==> src/rtl/nmos_lp_latch_bank.sv <==
// Multi-channel light-pen latch bank: per-channel capture of a position word on a
// trigger, once-per-frame arming, clear-on-read valid flags and a shared readback bus.
module nmos_lp_latch_bank #(
  parameter int DW      = 8,
  parameter int NCH     = 2,
  parameter int EDGE    = 1,
  parameter int ONESHOT = 1
) (
  input  logic                  main_clk,
  input  logic                  rst,
  input  logic [NCH-1:0]        lp_ld,
  input  logic                  frame_rst,
  input  logic [NCH*DW-1:0]     di,
  input  logic                  lp_rd,
  input  logic [((NCH > 1) ? $clog2(NCH) : 1)-1:0] rd_sel,
  input  logic                  oe,
  input  logic [DW-1:0]         db_i,
  output logic [DW-1:0]         db_o,
  output logic                  db_oe,
  output logic [DW-1:0]         dout,
  output logic [NCH-1:0]        valid,
  output logic                  irq
);

  localparam int AW = (NCH > 1) ? $clog2(NCH) : 1;

  logic [DW-1:0]  lat_reg [NCH];
  logic [NCH-1:0] lp_ld_q_reg;
  logic [NCH-1:0] armed_reg;
  logic [NCH-1:0] valid_reg;

  logic [NCH-1:0] trig;
  logic [NCH-1:0] cap;
  logic [NCH-1:0] rd_hit;

  genvar gi;
  generate
    for (gi = 0; gi < NCH; gi = gi + 1) begin : g_ch
      if (EDGE != 0) begin : g_edge
        assign trig[gi] = lp_ld[gi] & ~lp_ld_q_reg[gi];
      end else begin : g_level
        assign trig[gi] = lp_ld[gi];
      end
      assign cap[gi]    = trig[gi] & armed_reg[gi];
      assign rd_hit[gi] = oe & lp_rd & (rd_sel == AW'(gi));
    end
  endgenerate

  // Capture beats clear-on-read for valid; frame_rst beats one-shot disarm.
  always_ff @(posedge main_clk) begin
    if (rst) begin
      lp_ld_q_reg <= '0;
      armed_reg   <= '1;
      valid_reg   <= '0;
      for (int k = 0; k < NCH; k++) lat_reg[k] <= '0;
    end else begin
      lp_ld_q_reg <= lp_ld;
      for (int k = 0; k < NCH; k++) begin
        if (cap[k]) begin
          lat_reg[k]   <= di[k*DW +: DW];
          valid_reg[k] <= 1'b1;
        end else if (rd_hit[k]) begin
          valid_reg[k] <= 1'b0;
        end
        if (frame_rst)
          armed_reg[k] <= 1'b1;
        else if (cap[k] && (ONESHOT != 0))
          armed_reg[k] <= 1'b0;
      end
    end
  end

  logic [DW-1:0] sel_lat;
  logic [DW-1:0] sel_di;

  // Out-of-range selects fall through to the all-zero default.
  always_comb begin
    sel_lat = '0;
    sel_di  = '0;
    for (int k = 0; k < NCH; k++) begin
      if (rd_sel == AW'(k)) begin
        sel_lat = lat_reg[k];
        sel_di  = di[k*DW +: DW];
      end
    end
  end

  assign db_o  = lp_rd ? sel_lat : sel_di;
  assign db_oe = oe;
  assign dout  = oe ? db_o : db_i;
  assign valid = valid_reg;
  assign irq   = |valid_reg;

endmodule

==> config.mk <==
export PLATFORM = sky130hd
export DESIGN_NAME = nmos_lp_latch_bank
export DESIGN_NICKNAME = d
export VERILOG_FILES = /design/src/rtl/nmos_lp_latch_bank.sv
export SDC_FILE = /design/constraint.sdc
export NUM_CORES = 1
export LEC_CHECK = 0
export ABC_AREA = 1
export BUFFER_PORTS_ARGS = -buffer_cell sky130_fd_sc_hd__buf_2
export CAP_MARGIN = 40
export CELL_PAD_IN_SITES_DETAIL_PLACEMENT = 2
export CELL_PAD_IN_SITES_GLOBAL_PLACEMENT = 2
export CORE_ASPECT_RATIO = 0.75
export CORE_UTILIZATION = 28
export CTS_CLUSTER_DIAMETER = 80
export DETAILED_ROUTE_END_ITERATION = 6
export PLACE_DENSITY = 0.9
export SLEW_MARGIN = 40
export SYNTH_ARGS = -nofsm -noshare
export SYNTH_HDL_FRONTEND = slang
export SYNTH_SLANG_ARGS = --single-unit
==> constraint.sdc <==
create_clock -name main_clk -period 2.6 [get_ports main_clk]
set_clock_uncertainty 0.1 [all_clocks]
set_input_delay 0.26 -clock main_clk [delete_from_list [all_inputs] [get_ports main_clk]]
set_output_delay 0.26 -clock main_clk [all_outputs]
set_load 0.005 [all_outputs]
; Word level (Yosys, flattened, before mapping)
; Memories as Yosys holds them, arrays and structs flattened.
; Cells that the tools add are included.
[classes]
n_bitwise = 12
n_mux = 18
reduce_logical = 4
[op_table]
columns = op, n
row1 = $mux 8, 6
row2 = $mux 1, 12
row3 = $and 1x1->1, 7
row4 = $reduce_bool 2->1, 2
row5 = $reduce_or 2->1, 2
row6 = $not 1->1, 3
row7 = $or 1x1->1, 2
[totals]
reg_bits = 6
wordCells = 40
mem_count = 1
ram_bits = 16
output_inout_bits = 20
inputBits = 32
[mem_list]
columns = memory, depth, word_bits, rd, rd_clocked_by_memory_dff, wr, line
row1 = lat_reg, 2, 8, 2, 0, 2, 27  ; logic [DW-1:0] lat_reg [NCH];

; Longest topological paths before layout
[logic_depth]
word_depth = 7
ltp_mapped = 7
ltp_nobuf = 5

; Worst setup path before layout
; No wires, ideal clock.
[synth_timing]
kind = reg-to-reg
startpoint = reg lp_ld_q_reg[1]
endpoint = mem lat_reg[1][2], in the netlist lat_reg[0][10], enable pin
stages_incl_launch_ff = 5
setup_ns = 0.329
arrival_ns = 0.918
period_less_slack_ns = 1.347
setup_slack_ns = 1.253
n_path_buf = 1
t_required_ns = 2.171
cell_sequence = dfxtp_1 nor2_2 nand3_4 buf_6 nand2_1
[synth_rtl]
columns = item, line
row1 = start: declaration, 28  ; logic [NCH-1:0] lp_ld_q_reg;
row2 = start signal: assignment, 57  ; lp_ld_q_reg <= lp_ld;
row3 = end: declaration, 27

; Worst setup path in the final report
[layout_timing]
startpoint = in rd_sel
endpoint = out db_o[1]
[layout_between]
elab_chain_cells = 2
elab_cells_between_ends = 3
classes_between = mux: 3
[layout_rtl]
columns = item, line
row1 = start: declaration, 15  ; input logic [((NCH > 1) ? $clog2(NCH) : 1)-1:0] rd_sel,
row2 = $mux 8, 81  ; if (rd_sel == AW'(k)) begin
row3 = $mux 8 *, 88  ; assign db_o = lp_rd ? sel_lat : sel_di;
row4 = end: declaration, 18  ; output logic [DW-1:0] db_o,
; Every way passes the cells marked *; elsewhere a longest branch is shown, timed or not.

==> impl_metrics.json <==
{
  "synth_top_family_by_area": "simple AND/OR/NAND/NOR gates",
  "yosys.area_share.simple_pct": 34.20,
  "dieArea_um2": 5078,
  "drive_above_1_share_pct": 32.87,
  "cts_buffer_depth": 2,
  "fmax_mhz": 617.9,
  "pre_cts_slack_ns": 0.9576,
  "port_buffers": 51,
  "clkLatencyLatePin_ns": 0.27,
  "fin_crit_sh_pct": 62.25,
  "power.density_nw_per_um2": 521.0,
  "grt_pass1_wl_um": 6203,
  "wl_met1_um": 1845,
  "largest_register_ffs": 16,
  "drc": 0,
  "grt_start_max_net_pins": 19,
  "die_w_um": 81.96,
  "fin_nets": 249,
  "yosys-mux-area-fraction_pct": 0,
  "post_drt_via_cell_ratio": 4.755,
  "highest_layer": "met4",
  "synth_area_leaders": "edfxtp_1 (36%), nand2_1 (15%), nand3_1 (10%)",
  "io_pins": 52,
  "dp_hpwl_um": 2969,
  "synthAdderAreaFrac_pct": 0,
  "synth_cell_types": 19,
  "end_kind": "output pin",
  "drt-pass1-iter-count": 4,
  "vias": 1298,
  "ys_ff_latch": 22,
  "p_sw_share_pct": 28.11,
  "irDropWorstVdd_v": 0.0002696,
  "yosys.area.top_type_share_pct": 35.79,
  "required_ns": 2.24,
  "met3WireLength_um": 174,
  "wl_um": 3984,
  "syn-cell-area_um2": 1343,
  "cts.sinks": 22,
  "place.gp.congestion": 0.7271,
  "post_cts_buffers": 0,
  "synth_compound_area_share_pct": 9.226,
  "tns_ns": 0,
  "yosysSeqAreaShare_pct": 44.73,
  "rsz0062_at_grt": "false",
  "synth.net_count": 201,
  "start_util_pct": 29.71,
  "areaGrowthSynthToFinish_pct": 23.67,
  "cts_tree": "done",
  "path_max_fanout": 18,
  "rr_startpoint": "lp_ld_q_reg[1]$_SDFF_PP0_",
  "finalHoldViolCount": 0,
  "worst_r2r_endpoint": "lat_reg[0][13]$_SDFFCE_PN0P_",
  "clk_pin_slew_worst_paths_ns": 0.09,
  "ys_warn_count": 0,
  "antenna_found_initial": 0,
  "synth_area_leader_cell": "edfxtp_1",
  "clockRootBuffer": "clkbuf_8",
  "p_int_w": 0.0006219,
  "synthCells": 169,
  "tightest_slew_ns": 0.3789,
  "rrSetupSlack_ns": 1.04,
  "synth_area_per_cell_um2": 7.944,
  "core_area_um2": 4519,
  "run_status": "complete, no violations",
  "grt_pass1_vias": 1319,
  "final-setup-viol-count": 0,
  "die_h_um": 61.97,
  "synth_xor_xnor_area_share_pct": 0,
  "final_cell_mix": "nand2_1 (52), buf_2 (51), nand3_1 (28), inv_1 (22), edfxtp_1 (16)",
  "wl_per_cell_um": 14.59,
  "wl_met2_um": 1942,
  "cts_resized": 0,
  "max_slew_margin_pct": 74.68,
  "start_kind": "input pin",
  "grt.total_usage_pct": 16.78,
  "combPwrFrac_pct": 21.8,
  "cts_max_level": 1,
  "cts_buffers": 3,
  "hold_buffers": 0,
  "maxSlewViolCount": 0,
  "cp.arrival_ns": 1.26,
  "post-route-min-period_ns": 1.618,
  "fin_ws_ns": 0.9816,
  "layout_commonest_cell": "nand2_1",
  "p_leak_nw": 0.8345,
  "crit_start": "rd_sel",
  "path_class": "in -> out",
  "endpoint": "db_o[1]",
  "overflow": 0,
  "maxCapViolCount": 0,
  "hold_class": "in -> reg",
  "worstRegToRegCells": 3,
  "num_antenna_cells": 0,
  "ant_nets": 0,
  "power.switching_w": 0.0002432,
  "p_seq_share_pct": 48.5,
  "clockPowerShare_pct": 29.8,
  "rows": 21,
  "drtIter0Drc": 29
}
[logic make-up (layout without fill, tap and decap cells)]
group                  count (synthesis)  in the layout
and+or+nand+nor                       97             97
DFF                                   22             22
buffers and inverters                 32             79
AOI/OAI and AO/OA                     18             18
[metrics by stage]
stage | util (%) | area (µm²) | instances | hold WS, ns | total power, W
after detailed placement | 35.52 | 1605 | 269 | 0.3573 | 0.0006188
after floorplan | - | 1343 | 169 | 0.2324 | 0.0005376
final | 36.74 | 1660 | 273 | 0.07395 | 0.0008651
after CTS | 36.74 | 1660 | 273 | 0.07044 | 0.0008791
after global routing | 36.74 | 1660 | 273 | 0.09636 | 0.0009184
after global placement | 35.52 | 1605 | 269 | 0.3523 | 0.0006097
[power groups by stage]
stage / registers, W / logic, W / clock network [W]
2_1_floorplan: 0.000424 / 0.000113 / 0
4_1_cts: 0.000420 / 0.000193 / 0.000266
6_report: 0.000419 / 0.000188 / 0.000258
3_3_place_gp: 0.000425 / 0.000184 / 0
5_1_grt: 0.000423 / 0.000215 / 0.000281
3_5_place_dp: 0.000428 / 0.000191 / 0
[layout make-up]
cell class,instances,area (µm²)
inverter,24,95.09
fill,582,2859
tap,57,71.32
sequential,22,600.6
timing repair buffer,51,255.2
clock buffer,4,55.05
multi-input combinational,115,583.1
[cell usage after synthesis (all sizes together)]
library cell and number:
dfxtp 6, buf 6, nor2 4, a21oi 16
edfxtp 16, nor3 1, clkbuf 2, nand3 29
nand2 52, inv 24, nand4 1, o21ai 2
or2 2, and2 8
[critical path, cell delays in order]
cell and delay (ns):
buf_2 0.32, inv_4 0.16, nand2_1 0.09, nand3_1 0.10, and2_1 0.19, buf_2 0.13
[worst min-delay path by stage]
| stage | startpoint | end | slack, ns | cells past startpoint |
|---|---|---|---|---|
| 3_3_place_gp | frame_rst | armed_reg[1]$_SDFFE_PP1P_ | 0.35 | 3 |
| 5_1_grt | frame_rst | armed_reg[1]$_SDFFE_PP1P_ | 0.1 | 3 |
| 3_5_place_dp | frame_rst | armed_reg[1]$_SDFFE_PP1P_ | 0.36 | 3 |
| 6_report | frame_rst | armed_reg[1]$_SDFFE_PP1P_ | 0.07 | 3 |
| 4_1_cts | frame_rst | armed_reg[1]$_SDFFE_PP1P_ | 0.07 | 3 |
| 2_1_floorplan | rst | lp_ld_q_reg[0]$_SDFF_PP0_ | 0.23 | 1 |
[routing by layer]
| metal | vias to the layer above | track usage [%] |
|---|---|---|
| met1 | 627 | 21.33 |
| met3 | 2 | 2.482 |
| met5 | - | 0 |
| met4 | 0 | 3.759 |
| met2 | 32 | 30.46 |
| li1 | 637 | - |
Note: power is estimated with default switching activity, not from simulation.
